[src/rtl/audio_codec_pkg.sv]
// ============================================================================
// Module  : audio_codec_pkg
// Brief   : Shared types and constants for the WM8731 power-up sequencer.
// Revision: 1.0 - initial release
// ============================================================================
`default_nettype none

package audio_codec_pkg;

  typedef enum logic [3:0] {
    S_IDLE = 4'd0,
    S_LD   = 4'd1,
    S_GO   = 4'd2,
    S_RD   = 4'd3,
    S_WT   = 4'd4,
    S_CHK  = 4'd5,
    S_NXT  = 4'd6,
    S_DLY  = 4'd7,
    S_FIN  = 4'd8
  } state_e;

  localparam logic [6:0] R0  = 7'd0;
  localparam logic [6:0] R1  = 7'd1;
  localparam logic [6:0] R2  = 7'd2;
  localparam logic [6:0] R3  = 7'd3;
  localparam logic [6:0] R4  = 7'd4;
  localparam logic [6:0] R5  = 7'd5;
  localparam logic [6:0] R6  = 7'd6;
  localparam logic [6:0] R7  = 7'd7;
  localparam logic [6:0] R8  = 7'd8;
  localparam logic [6:0] R9  = 7'd9;
  localparam logic [6:0] R15 = 7'd15;

  localparam int INIT_LEN = 11;

  // Each word is {register index, 9-bit data}; R15 first resets the codec, R9 last activates it.
  localparam logic [15:0] INIT_TABLE [INIT_LEN] = '{
    {R15, 9'h000}, {R0, 9'h017}, {R1, 9'h017}, {R2, 9'h079},
    {R3,  9'h079}, {R4, 9'h012}, {R5, 9'h000}, {R6, 9'h000},
    {R7,  9'h002}, {R8, 9'h000}, {R9, 9'h001}
  };

  localparam logic [4:0] ADDR_DATA_DEF = 5'h01;
  localparam logic [4:0] ADDR_CTRL_DEF = 5'h00;
  localparam logic [4:0] ADDR_STAT_DEF = 5'h02;

endpackage

`default_nettype wire

[src/rtl/audio_init_rom.sv]
// ============================================================================
// Module  : audio_init_rom
// Brief   : Combinational step -> WM8731 register word lookup with last flag.
// Revision: 1.0 - initial release
// ============================================================================
`default_nettype none

module audio_init_rom
  import audio_codec_pkg::*;
(
  input  logic [3:0]  step_i,
  output logic [15:0] word_o,
  output logic        last_o
);

  always_comb begin
    word_o = 16'h0000;
    if (step_i < 4'(INIT_LEN)) begin
      word_o = INIT_TABLE[step_i];
    end
  end

  assign last_o = (step_i == 4'(INIT_LEN - 1));

endmodule

`default_nettype wire

[src/rtl/audio_codec_init_seq.sv]
// ============================================================================
// Module  : audio_codec_init_seq
// Brief   : WM8731 power-up sequencer driving the controller's Avalon-MM port.
//           Optional busy-poll timeout: define AUDIO_INIT_TIMEOUT_EN.
// Revision: 1.0 - initial release
// ============================================================================
`default_nettype none

module audio_codec_init_seq
  import audio_codec_pkg::*;
#(
  parameter int         SYSCLK      = 50,
  parameter int         POST_RST_US = 10,
  parameter bit         AUTO_START  = 1'b1,
  parameter logic [4:0] ADDR_DATA   = ADDR_DATA_DEF,
  parameter logic [4:0] ADDR_CTRL   = ADDR_CTRL_DEF,
  parameter logic [4:0] ADDR_STAT   = ADDR_STAT_DEF,
  parameter int         BUSY_BIT    = 0,
  parameter int         RD_LAT      = 1,
  parameter int         TIMEOUT_CYC = 1 << 20
) (
  input  logic        clk,
  input  logic        rst,
  input  logic        start,
  output logic [4:0]  avm_address,
  output logic        avm_select,
  output logic        avm_read,
  output logic        avm_write,
  output logic [31:0] avm_writedata,
  input  logic [31:0] avm_readdata,
  output logic        busy,
  output logic        done,
  output logic        error,
  output logic [3:0]  step
);

  localparam int DLY_CYC = SYSCLK * POST_RST_US;
  localparam int DLY_W   = (DLY_CYC < 2) ? 1 : $clog2(DLY_CYC);

  state_e           state_q, state_d;
  logic [3:0]       step_q, step_d;
  logic             busy_q, busy_d;
  logic             done_q, done_d;
  logic             gap_q, gap_d;
  logic             stat_q, stat_d;
  logic             auto_q;
  logic [1:0]       wcnt_q, wcnt_d;
  logic [DLY_W-1:0] dly_q, dly_d;
  logic [15:0]      rom_word;
  logic             rom_last;
  logic             start_w;
  logic [31:0]      unused_rd;

  audio_init_rom u_rom (
    .step_i (step_q),
    .word_o (rom_word),
    .last_o (rom_last)
  );

  assign start_w   = start | (AUTO_START & auto_q);
  assign unused_rd = avm_readdata;

`ifdef AUDIO_INIT_TIMEOUT_EN
  localparam logic [20:0] TMO_LIM = 21'(TIMEOUT_CYC);

  logic [19:0] poll_q, poll_d;
  logic [20:0] poll_inc;
  logic        error_q, error_d;

  assign poll_inc = {1'b0, poll_q} + 21'd1;
  assign error    = error_q;

  always_ff @(posedge clk or posedge rst) begin
    if (rst) begin
      poll_q  <= '0;
      error_q <= 1'b0;
    end else begin
      poll_q  <= poll_d;
      error_q <= error_d;
    end
  end
`else
  logic [20:0] unused_tmo;

  assign unused_tmo = 21'(TIMEOUT_CYC);
  assign error      = 1'b0;
`endif

  always_ff @(posedge clk or posedge rst) begin
    if (rst) begin
      state_q <= S_IDLE;
      step_q  <= 4'd0;
      busy_q  <= 1'b0;
      done_q  <= 1'b0;
      gap_q   <= 1'b0;
      stat_q  <= 1'b0;
      auto_q  <= 1'b1;
      wcnt_q  <= 2'd0;
      dly_q   <= '0;
    end else begin
      state_q <= state_d;
      step_q  <= step_d;
      busy_q  <= busy_d;
      done_q  <= done_d;
      gap_q   <= gap_d;
      stat_q  <= stat_d;
      auto_q  <= 1'b0;
      wcnt_q  <= wcnt_d;
      dly_q   <= dly_d;
    end
  end

  always_comb begin
    state_d       = state_q;
    step_d        = step_q;
    busy_d        = busy_q;
    done_d        = done_q;
    gap_d         = 1'b0;
    stat_d        = stat_q;
    wcnt_d        = wcnt_q;
    dly_d         = dly_q;
    avm_address   = 5'h00;
    avm_select    = 1'b0;
    avm_read      = 1'b0;
    avm_write     = 1'b0;
    avm_writedata = 32'h0;
`ifdef AUDIO_INIT_TIMEOUT_EN
    poll_d        = poll_q;
    error_d       = error_q;
`endif

    case (state_q)
      S_IDLE: begin
        if (start_w) begin
          done_d  = 1'b0;
          step_d  = 4'd0;
          busy_d  = 1'b1;
          state_d = S_LD;
`ifdef AUDIO_INIT_TIMEOUT_EN
          error_d = 1'b0;
`endif
        end
      end
      // LD and GO each spend a second, silent cycle so strobes never abut.
      S_LD: begin
`ifdef AUDIO_INIT_TIMEOUT_EN
        poll_d = '0;
`endif
        if (!gap_q) begin
          avm_address   = ADDR_DATA;
          avm_select    = 1'b1;
          avm_write     = 1'b1;
          avm_writedata = {16'h0000, rom_word};
          gap_d         = 1'b1;
        end else begin
          state_d = S_GO;
        end
      end
      S_GO: begin
        if (!gap_q) begin
          avm_address   = ADDR_CTRL;
          avm_select    = 1'b1;
          avm_write     = 1'b1;
          avm_writedata = 32'h1;
          gap_d         = 1'b1;
        end else begin
          state_d = S_RD;
        end
      end
      S_RD: begin
        avm_address = ADDR_STAT;
        avm_select  = 1'b1;
        avm_read    = 1'b1;
        wcnt_d      = 2'd0;
        state_d     = S_WT;
      end
      // Read data is valid in the last wait cycle; latch the busy bit there.
      S_WT: begin
        wcnt_d = wcnt_q + 2'd1;
        if (wcnt_q == 2'(RD_LAT - 1)) begin
          stat_d  = avm_readdata[BUSY_BIT];
          state_d = S_CHK;
        end
      end
      S_CHK: begin
        if (stat_q) begin
`ifdef AUDIO_INIT_TIMEOUT_EN
          if (poll_inc >= TMO_LIM) begin
            error_d = 1'b1;
            busy_d  = 1'b0;
            state_d = S_IDLE;
          end else begin
            poll_d  = poll_inc[19:0];
            state_d = S_RD;
          end
`else
          state_d = S_RD;
`endif
        end else begin
          state_d = S_NXT;
        end
      end
      S_NXT: begin
        if (step_q == 4'd0) begin
          dly_d   = '0;
          state_d = S_DLY;
        end else if (rom_last) begin
          state_d = S_FIN;
        end else begin
          step_d  = step_q + 4'd1;
          state_d = S_LD;
        end
      end
      S_DLY: begin
        if (dly_q == DLY_W'(DLY_CYC - 1)) begin
          step_d  = 4'd1;
          state_d = S_LD;
        end else begin
          dly_d = dly_q + 1'b1;
        end
      end
      S_FIN: begin
        done_d  = 1'b1;
        busy_d  = 1'b0;
        state_d = S_IDLE;
      end
      default: state_d = S_IDLE;
    endcase
  end

  assign busy = busy_q;
  assign done = done_q;
  assign step = step_q;

endmodule

`default_nettype wire
[config.mk]
export PLATFORM = sky130hd
export DESIGN_NAME = audio_codec_init_seq
export DESIGN_NICKNAME = d
export VERILOG_FILES = /design/src/rtl/audio_codec_pkg.sv /design/src/rtl/audio_init_rom.sv /design/src/rtl/audio_codec_init_seq.sv
export SDC_FILE = /design/constraint.sdc
export NUM_CORES = 1
export LEC_CHECK = 0
export BUFFER_PORTS_ARGS = -buffer_cell sky130_fd_sc_hd__clkbuf_2
export CORE_ASPECT_RATIO = 1.5
export CORE_MARGIN = 2
export CORE_UTILIZATION = 51
export DETAILED_ROUTE_END_ITERATION = 8
export PLACE_DENSITY = 0.86
export SYNTH_ARGS = -nofsm -noshare
export SYNTH_HDL_FRONTEND = slang
export SYNTH_SLANG_ARGS = --single-unit
[constraint.sdc]
create_clock -name clk -period 4.4 [get_ports clk]
set_input_delay 0.22 -clock clk [delete_from_list [all_inputs] [get_ports clk]]
set_output_delay 0.22 -clock clk [all_outputs]
set_load 0.05 [all_outputs]
==> flow_metrics.py, run 1 <==
metrics = {
    "outcome": {
        "status": "finished clean",
    },
    "clock_network": {
        "cts_sinks": 24,
        "cts_setup_buffers": 0,
        "postCtsHoldBufs": 0,
        "clk_latency_ns": 0.26,
        "numCtsBuffers": 3,
        "h-tree-depth": 1,
        "cts_resized": 0,
        "cts.path.max_buffers": 2,
        "cts_root_buf": "clkbuf_8",
        "path_clk_slew_ns": 0.08,
        "cts_tree": "done",
    },
    "synth": {
        "synth-seq-cells": 24,
        "synth_top_area_share": 0.314,
        "syn_inst": 217,
        "syn-cell-area_um2": 1830,
        "async_flop_share": 1.00,
        "synth_edf_count": 0,
        "synthTopCellsByArea": "dfrtp_1 31%, buf_4 11%, ha_1 6.1%, nor2_1 5.1%, a21oi_1 3.3%",
        "yosysTopAreaCell": "dfrtp_1",
        "syn_area_per_cell_um2": 8.45,
        "yosys_warnings": 0,
        "ys.flop_type": "dfrtp_1",
        "synth.distinct_cells": 54,
        "synth_seq_area_share": 0.328,
    },
    "sta": {
        "max_slew_margin": 0.406,
        "rsz0062_at_grt": "no",
        "setup_tns_ns": 0,
        "maxSlewViolCount": 0,
        "setup_ws_ns": 1.86,
        "skew_ns": 0.00511,
        "fmax_ghz": 0.394,
        "final-hold-violation-count": 0,
        "fin_crit_sh": 0.576,
        "setup-violations-final": 0,
        "tightest_slew_ns": 0.889,
        "fin_crit_ns": 2.54,
        "whs_ns": 0.113,
    },
    "global_route": {
        "use_met1": 0.207,
        "top_usage_layer": "met2",
        "grt_use_total": 0.183,
        "grt_pass1_wl_um": 5770,
        "overflow": 0,
        "grt_pass1_vias": 1368,
        "use_met3": 0.0192,
        "antenna_found_initial": 0,
        "grt_max_degree": 25,
        "grt_util_met2": 0.331,
    },
    "placed_design": {
        "port-buffer-count": 25,
        "place_inst": 272,
        "post-place-ws_ns": 2.05,
        "dpl_cell_area_um2": 1850,
        "hpwlAfterDp_um": 2590,
        "place.gp.congestion": 0.795,
    },
    "detailed_routing": {
        "num_vias": 1517,
        "dr.pass1.iters": 4,
        "routed_wl_um": 3510,
        "ant_nets": 0,
        "drtIter0Drc": 42,
        "vias_per_cell": 5.50,
        "avgRoutedWirePerCell_um": 12.7,
        "drcViolationCount": 0,
    },
    "cells_and_area": {
        "utilization": 0.558,
        "layout-drive-gt1-share": 0.154,
        "final_cells": 276,
        "diodes": 0,
        "fillers": 324,
        "fin_area_um2": 1910,
        "num-nets-final": 279,
        "area_growth_pct": 3.96,
    },
    "hold_path": {
        "hold_class": "in -> async",
    },
    "critical_path": {
        "start_kind": "flop",
        "reg2reg_from": "step[1]",
        "critPathCaptureType": "output pin",
        "worstReg2RegEnd": "dly_q[0]",
        "worst_ep_arrival_time_ns": 2.32,
        "crit_required_ns": 4.18,
        "critPathMaxFanout": 16,
        "timing.reg2reg.worst_path_depth": 6,
        "critical_path_class": "reg -> out",
        "reg2reg_slack_ns": 2.03,
    },
    "die": {
        "num_rows": 26,
        "die_w_um": 53.0,
        "io_pins": 82,
        "die_h_um": 77.5,
        "core_area_um2": 3420,
        "dieArea_um2": 4100,
        "initial_core_util": 0.537,
    },
    "power_and_ir_drop": {
        "p_int_uw": 596,
        "p_sw_frac": 0.546,
        "vdd_drop_max_mv": 0.397,
        "finalPower_mw": 1.31,
        "comb_power_share": 0.597,
        "leakagePower_nw": 0.920,
        "switchingPower_uw": 715,
        "seqPwrFrac": 0.290,
        "p_clk_frac": 0.113,
        "powerDensity_nw_per_um2": 687,
    },
    "job": {
        "maxCapViolations": 0,
    },
}
[synth_stat cells, drive strengths merged, types with 2 or more instances]
library cell and instances:
a211o 2, a211oi 2, a21oi 12, a31oi 4, buf 33, clkbuf 4
dfrtp 23, ha 9, inv 13, mux2 2, mux2i 4, nand2 15
nand2b 5, nand3 4, nand4 3, nor2 25, nor3 5, o21ai 12
o22a 2, o22ai 2, o32a 2, or2 3, or3 4, xnor2 2
[kinds of logic (layout without fill, tap and decap cells)]
kind of cell | Yosys count | count (layout) | share of synthesized area
adders and majority gates | 9 | 9 | 0.0614
DFF | 24 | 24 | 0.328
AOI/OAI and AO/OA | 50 | 50 | 0.190
xor gates and xnor gates | 3 | 3 | 0.0143
buffers and inverters | 50 | 42 | 0.165
muxes | 6 | 6 | 0.0341
and+or+nand+nor | 74 | 74 | 0.205
other | 1 | 26 | 0.00204
[registers in the layout, indices dropped and copies added, names as in the netlist]
register and cells:
done 1, busy 1, step 4, dly_q 9, wcnt_q 2, gap_q 1, auto_q 1, state_q 4
stat_q 1
[critical path: stages, from the launching register on]
cell and delay [ns]:
dfrtp_1 0.54, or3_1 0.46, or2_1 0.28, inv_1 0.12, nand2_1 0.17, o22ai_1 0.18
clkbuf_2 0.30
[cell type report]
| type | count | area (µm²) | area share |
|---|---|---|---|
| inverter | 13 | 48.8 | 0.0256 |
| tap | 42 | 52.6 | 0.0276 |
| multi-input combinational | 168 | 1020 | 0.537 |
| sequential | 24 | 602 | 0.316 |
| timing repair buffer | 25 | 125 | 0.0656 |
| clock buffer | 4 | 55.1 | 0.0289 |
[worst max path at each step]
| stage | startpoint | endpoint | slack (ns) | cells past startpoint |
|---|---|---|---|---|
| 5_1_grt | state_q[2] | avm_writedata[4] | 1.74 | 4 |
| 3_5_place_dp | step[1] | dly_q[0] | 2.05 | 6 |
| 3_3_place_gp | step[0] | dly_q[0] | 2.07 | 6 |
| 2_1_floorplan | step[0] | avm_writedata[4] | 0.55 | 3 |
| 6_report | state_q[2] | avm_writedata[0] | 1.86 | 6 |
| 4_1_cts | state_q[2] | avm_writedata[0] | 1.88 | 6 |
[layer usage]
metal	part of all wire	vias up
li1	-	742
met1	0.41	716
met2	0.52	53
met3	0.048	6
met4	0.019	0
met5	0	-
[cell usage in the layout (no fill, tap or decap), types with 2 or more instances in the layout]
cell type and n:
dfrtp_1 23, nor3_1 5, a211o_1 2, a31oi_1 4, nor2_1 25, ha_1 9, xnor2_1 2, nand4_1 3
clkbuf_2 25, mux2_2 2, inv_1 13, o22a_1 2, clkbuf_8 4, mux2i_1 4, a211oi_1 2, o22ai_1 2
nand3_1 4, o21ai_0 12, or3_1 4, nand2b_1 5, conb_1 26, nand2_1 15, a21oi_1 12
[power groups by stage]
| stage | sequential [mW] | clock (mW) | combinational [mW] |
|---|---|---|---|
| floorplan | 0.345 | 0 | 0.704 |
| global placement | 0.377 | 0 | 0.769 |
| detailed placement | 0.383 | 0 | 0.781 |
| CTS | 0.379 | 0.151 | 0.784 |
| global route | 0.394 | 0.161 | 0.853 |
| finish | 0.380 | 0.148 | 0.783 |
Note: power is estimated with default switching activity, not from simulation.
==> run 2: changes to the inputs <==
Settings changed: ABC_AREA from default to 1, CORE_UTILIZATION 51 to 48, PLACE_DENSITY 0.86 to 0.81.
Clock period 4.4 ns to 2.6 ns, I/O delays scaled along.
==> flow_metrics.py, run 2 <==
metrics = {
    "detailed_routing": {
        "num_vias": 1645,
        "drcViolationCount": 0,
        "drtIter0Drc": 41,
        "ant_nets": 0,
        "vias_per_cell": 4.95,
        "avgRoutedWirePerCell_um": 11.2,
        "dr.pass1.iters": 4,
        "routed_wl_um": 3710,
    },
    "clock_network": {
        "cts_root_buf": "clkbuf_8",
        "path_clk_slew_ns": 0.09,
        "clk_latency_ns": 0.28,
        "cts_sinks": 24,
        "numCtsBuffers": 3,
        "cts.path.max_buffers": 2,
        "postCtsHoldBufs": 0,
        "cts_setup_buffers": 0,
        "cts_tree": "done",
        "cts_resized": 0,
        "h-tree-depth": 1,
    },
    "die": {
        "dieArea_um2": 4380,
        "core_area_um2": 3680,
        "die_h_um": 80.1,
        "io_pins": 82,
        "initial_core_util": 0.503,
        "die_w_um": 54.7,
        "num_rows": 27,
    },
    "critical_path": {
        "critPathCaptureType": "output pin",
        "critical_path_class": "reg -> out",
        "reg2reg_slack_ns": 0.83,
        "reg2reg_from": "step[0]",
        "start_kind": "flop",
        "worstReg2RegEnd": "step[2]",
        "critPathMaxFanout": 8,
        "timing.reg2reg.worst_path_depth": 9,
        "worst_ep_arrival_time_ns": 2.02,
        "crit_required_ns": 2.47,
    },
    "placed_design": {
        "place.gp.congestion": 0.886,
        "port-buffer-count": 25,
        "post-place-ws_ns": 0.757,
        "hpwlAfterDp_um": 2890,
    },
    "cells_and_area": {
        "area_growth_pct": 7.70,
        "num-nets-final": 334,
        "largest_reg_flops": 9,
        "fillers": 363,
        "regMostFlops": "dly_q",
        "layout_commonest_cell": "nand2_1",
        "most-common-layout-cells": "68 x nand2_1, 32 x inv_1, 26 x nor2_1, 26 x conb_1, 25 x clkbuf_2",
        "diodes": 0,
        "layout-drive-gt1-share": 0.159,
    },
    "power_and_ir_drop": {
        "leakagePower_nw": 1.10,
        "powerDensity_nw_per_um2": 1070,
        "vdd_drop_max_mv": 0.625,
    },
    "synth": {
        "synth.distinct_cells": 32,
        "synth_commonest_cells": "68 x nand2_1, 32 x inv_1, 28 x buf_4",
        "syn-cell-area_um2": 1850,
        "yosys_warnings": 0,
        "yosysMostFrequentCell": "nand2_1",
        "synth_edf_count": 0,
        "async_flop_share": 1.00,
        "syn_inst": 264,
        "synth_seq_area_share": 0.325,
        "synthTopCellsByArea": "dfrtp_1 31%, nand2_1 14%, buf_4 11%, inv_1 6.5%, ha_1 6.1%",
        "synth-seq-cells": 24,
        "yosysTopAreaCell": "dfrtp_1",
        "syn_area_per_cell_um2": 7.01,
        "ys.flop_type": "dfrtp_1",
        "synth_top_area_share": 0.311,
    },
    "global_route": {
        "grt_pass1_vias": 1497,
        "grt_pass1_wl_um": 6180,
        "overflow": 0,
        "grt_max_degree": 25,
        "grt_use_total": 0.189,
        "antenna_found_initial": 0,
    },
    "sta": {
        "maxSlewViolCount": 0,
        "final-hold-violation-count": 0,
        "rsz0062_at_grt": "no",
        "fin_crit_ns": 2.15,
        "fin_crit_sh": 0.825,
        "max_slew_margin": 0.376,
        "setup_ws_ns": 0.454,
        "setup_tns_ns": 0,
        "skew_ns": 0.00314,
        "setup-violations-final": 0,
        "fmax_ghz": 0.466,
        "tightest_slew_ns": 0.935,
    },
    "hold_path": {
        "hold_class": "in -> async",
    },
    "outcome": {
        "status": "finished clean",
    },
    "job": {
        "maxCapViolations": 0,
    },
}
==> run 2: cell count changes in the layout (fill, tap and decap cells not counted), sizes merged, moves of 5 or more <==
cell	before	now
nand2	15	70
inv	13	34
nand3	4	16
nor2	25	32
o21ai	12	19
nand2b	5	0
==> run 2: worst max-delay path: stages (launching register included) <==
cell	delay, ns
dfrtp_1	0.48
inv_1	0.20
ha_1	0.26
inv_1	0.07
nand2_1	0.07
o21ai_0	0.11
nor3_2	0.23
clkbuf_2	0.32
==> run 2: cell type report <==
type                            count  area (µm²)  share of cell area
Timing Repair Buffer               26         133              0.0665
Tap cell                           43        53.8              0.0270
Sequential cell                    24         602               0.302
Inverter                           34         128              0.0640
Clock inverter                      1        30.0              0.0151
Multi-Input combinational cell    201        1010               0.505
Clock buffer                        3        41.3              0.0207
==> run 2: cells by family (layout without fill, tap and decap cells) <==
| logic type | count (synthesis) | in the layout | synth area share |
|---|---|---|---|
| xor gates and xnor gates | 4 | 4 | 0.0189 |
| and+or+nand+nor | 128 | 128 | 0.301 |
| buffers and inverters | 64 | 64 | 0.188 |
| adders and majority gates | 9 | 9 | 0.0608 |
| other | 1 | 26 | 0.00203 |
| DFF | 24 | 24 | 0.325 |
| AOI/OAI and AO/OA | 34 | 34 | 0.104 |
==> run 2: through the flow <==
stage	power, mW	instance area [µm²]	cells	hold slack (ns)	utilization
2_1_floorplan	1.59	1960	289	0.144	-
3_3_place_gp	1.78	1920	328	0.354	0.522
3_5_place_dp	1.80	1920	328	0.369	0.522
4_1_cts	2.15	1990	332	0.0628	0.542
5_1_grt	2.31	1990	332	0.0992	0.542
6_report	2.14	1990	332	0.0316	0.542
==> run 2: where the power goes <==
group	internal (mW)	total [mW]	switching, mW	leakage, nW
Sequential	0.447	0.533	0.0863	0.315
Clock	0.206	0.336	0.130	0.0357
Combinational	0.311	1.27	0.957	0.748
==> run 2: how the worst max path moves through the flow <==
stage	start	endpoint	slack [ns]	depth (start not counted)
2_1_floorplan	step[1]	avm_writedata[5]	0.14	7
3_3_place_gp	step[0]	avm_writedata[1]	0.79	7
3_5_place_dp	step[1]	avm_writedata[5]	0.76	7
4_1_cts	step[1]	avm_writedata[5]	0.44	7
5_1_grt	step[0]	avm_writedata[1]	0.27	7
6_report	step[1]	avm_writedata[5]	0.45	7
==> run 2: routing by layer <==
metal	vias to the layer above	wire (µm)	share of wire	global-route usage
li1	839	-	-	-
met1	746	1400	0.38	0.194
met2	53	2060	0.55	0.351
met3	7	173	0.047	0.0242
met4	0	78	0.021	0.0900
met5	-	0	0	0
==> run 3: changes to the inputs <==
Settings changed: CORE_UTILIZATION 48 to 43, PLACE_DENSITY 0.81 to 0.77.
Clock period 2.6 ns to 1.85 ns, I/O delays scaled along.
==> flow_metrics.py, run 3 (same netlist as run 2, synthesis figures left out) <==
metrics = {
    "outcome": {
        "status": "finished clean",
    },
    "die": {
        "dieArea_um2": 4860,
        "die_h_um": 84.4,
        "initial_core_util": 0.444,
        "num_rows": 29,
        "die_w_um": 57.6,
        "core_area_um2": 4170,
        "io_pins": 82,
    },
    "sta": {
        "skew_ns": 0.00286,
        "setup-violations-final": 0,
        "fmax_ghz": 0.547,
        "tightest_slew_ns": 0.684,
        "fin_crit_sh": 0.988,
        "final-hold-violation-count": 0,
        "maxSlewViolCount": 0,
        "max_slew_margin": 0.544,
        "fin_crit_ns": 1.83,
        "whs_ns": 0.0542,
        "rsz0062_at_grt": "yes",
    },
    "detailed_routing": {
        "routed_wl_um": 3990,
        "drtIter0Drc": 93,
        "num_vias": 1724,
        "ant_nets": 0,
        "dr.pass1.iters": 4,
        "vias_per_cell": 4.94,
        "avgRoutedWirePerCell_um": 11.4,
        "drcViolationCount": 0,
    },
    "power_and_ir_drop": {
        "powerDensity_nw_per_um2": 1450,
        "leakagePower_nw": 1.18,
        "vdd_drop_max_mv": 1.13,
        "finalPower_mw": 3.27,
    },
    "global_route": {
        "grt_use_total": 0.171,
        "overflow": 0,
        "grt_max_degree": 18,
        "antenna_found_initial": 0,
        "grt_pass1_vias": 1568,
        "grt_pass1_wl_um": 6680,
    },
    "cells_and_area": {
        "diodes": 0,
        "num-nets-final": 348,
        "final_cells": 349,
        "fillers": 371,
        "layout-drive-gt1-share": 0.264,
        "multi_input_area_um2": 1100,
        "layout_commonest_cell": "nand2_1",
        "fin_area_um2": 2260,
        "most-common-layout-cells": "68 x nand2_1, 29 x inv_1, 26 x conb_1",
        "largest_reg_flops": 9,
        "area_growth_pct": 22.0,
        "seq_area_um2": 609,
        "regMostFlops": "dly_q",
    },
    "placed_design": {
        "place.gp.congestion": 0.914,
        "hpwlAfterDp_um": 2970,
        "dpl_cell_area_um2": 2010,
        "place_inst": 335,
        "port-buffer-count": 25,
    },
    "critical_path": {
        "critical_path_class": "reg -> out",
        "critPathMaxFanout": 3,
        "worst_ep_arrival_time_ns": 1.74,
        "critPathCaptureType": "output pin",
        "start_kind": "flop",
        "crit_required_ns": 1.76,
    },
    "clock_network": {
        "cts.path.max_buffers": 2,
        "path_clk_slew_ns": 0.09,
        "h-tree-depth": 1,
        "cts_root_buf": "clkbuf_8",
        "cts_tree": "done",
        "clk_latency_ns": 0.26,
        "numCtsBuffers": 3,
        "cts_sinks": 24,
    },
    "job": {
        "maxCapViolations": 0,
    },
    "hold_path": {
        "hold_class": "in -> reg",
    },
}
[run 3: layout make-up]
class / count / share of cell area
clock buffers: 4 / 0.0244
inverters: 34 / 0.0587
multi-input cells: 201 / 0.487
flip-flops and latches: 24 / 0.270
well taps: 46 / 0.0255
repair buffers: 40 / 0.135
[run 3: worst max-delay path, cell delays in order, from the launching register on]
cell,delay [ns]
dfrtp_4,0.52
ha_4,0.18
nor2_4,0.12
nor2_2,0.06
nor2_4,0.16
o21ai_2,0.10
a21oi_2,0.16
buf_8,0.16
[run 3: per-stage QoR]
step | utilization | setup WS (ns) | TNS, ns
after floorplan | - | 0.0128 | 0
after global placement | 0.482 | 0.105 | 0
after detailed placement | 0.482 | 0.108 | 0
after CTS | 0.523 | 0.00399 | 0
after global routing | 0.542 | -0.0583 | -0.175
final | 0.542 | 0.0217 | 0
[run 3: final timing paths]
kind | slack [ns] | start | cells past startpoint | to
worst max-delay path | 0.02 | step[0] | 7 | avm_writedata[10]
worst min-delay path | 0.05 | avm_readdata[0] | 3 | stat_q
worst max register to register | 0.20 | state_q[0] | 9 | step[2]
worst min register to register | 0.50 | busy | 2 | busy
max in group asynchronous | 0.74 | rst | 4 | auto_q
min in group asynchronous | 0.46 | rst | 3 | wcnt_q[0]
[run 3: report_power, final]
part,switching [mW],internal (mW),total (mW)
Sequential,0.114,0.638,0.752
Combinational,1.48,0.685,2.16
Clock,0.168,0.190,0.357
[run 3: metal layers]
metal	routed length (µm)	track usage	part of all wire	vias up
met5	0	0	0	-
met1	1490	0.188	0.37	785
met4	76	0.0592	0.019	0
met2	2220	0.324	0.56	68
met3	199	0.0200	0.050	8
li1	-	-	-	863
[run 3: repair_timing]
| action | in CTS | in global routing |
|---|---|---|
| endpoints found under the setup margin | 11 | 13 |
| resized for setup | 21 | 24 |
| hold endpoints to repair | 16 | 0 |
| setup buffers | 4 | 5 |
| hold buffers | 1 | 0 |
| pin swaps | 2 | 4 |
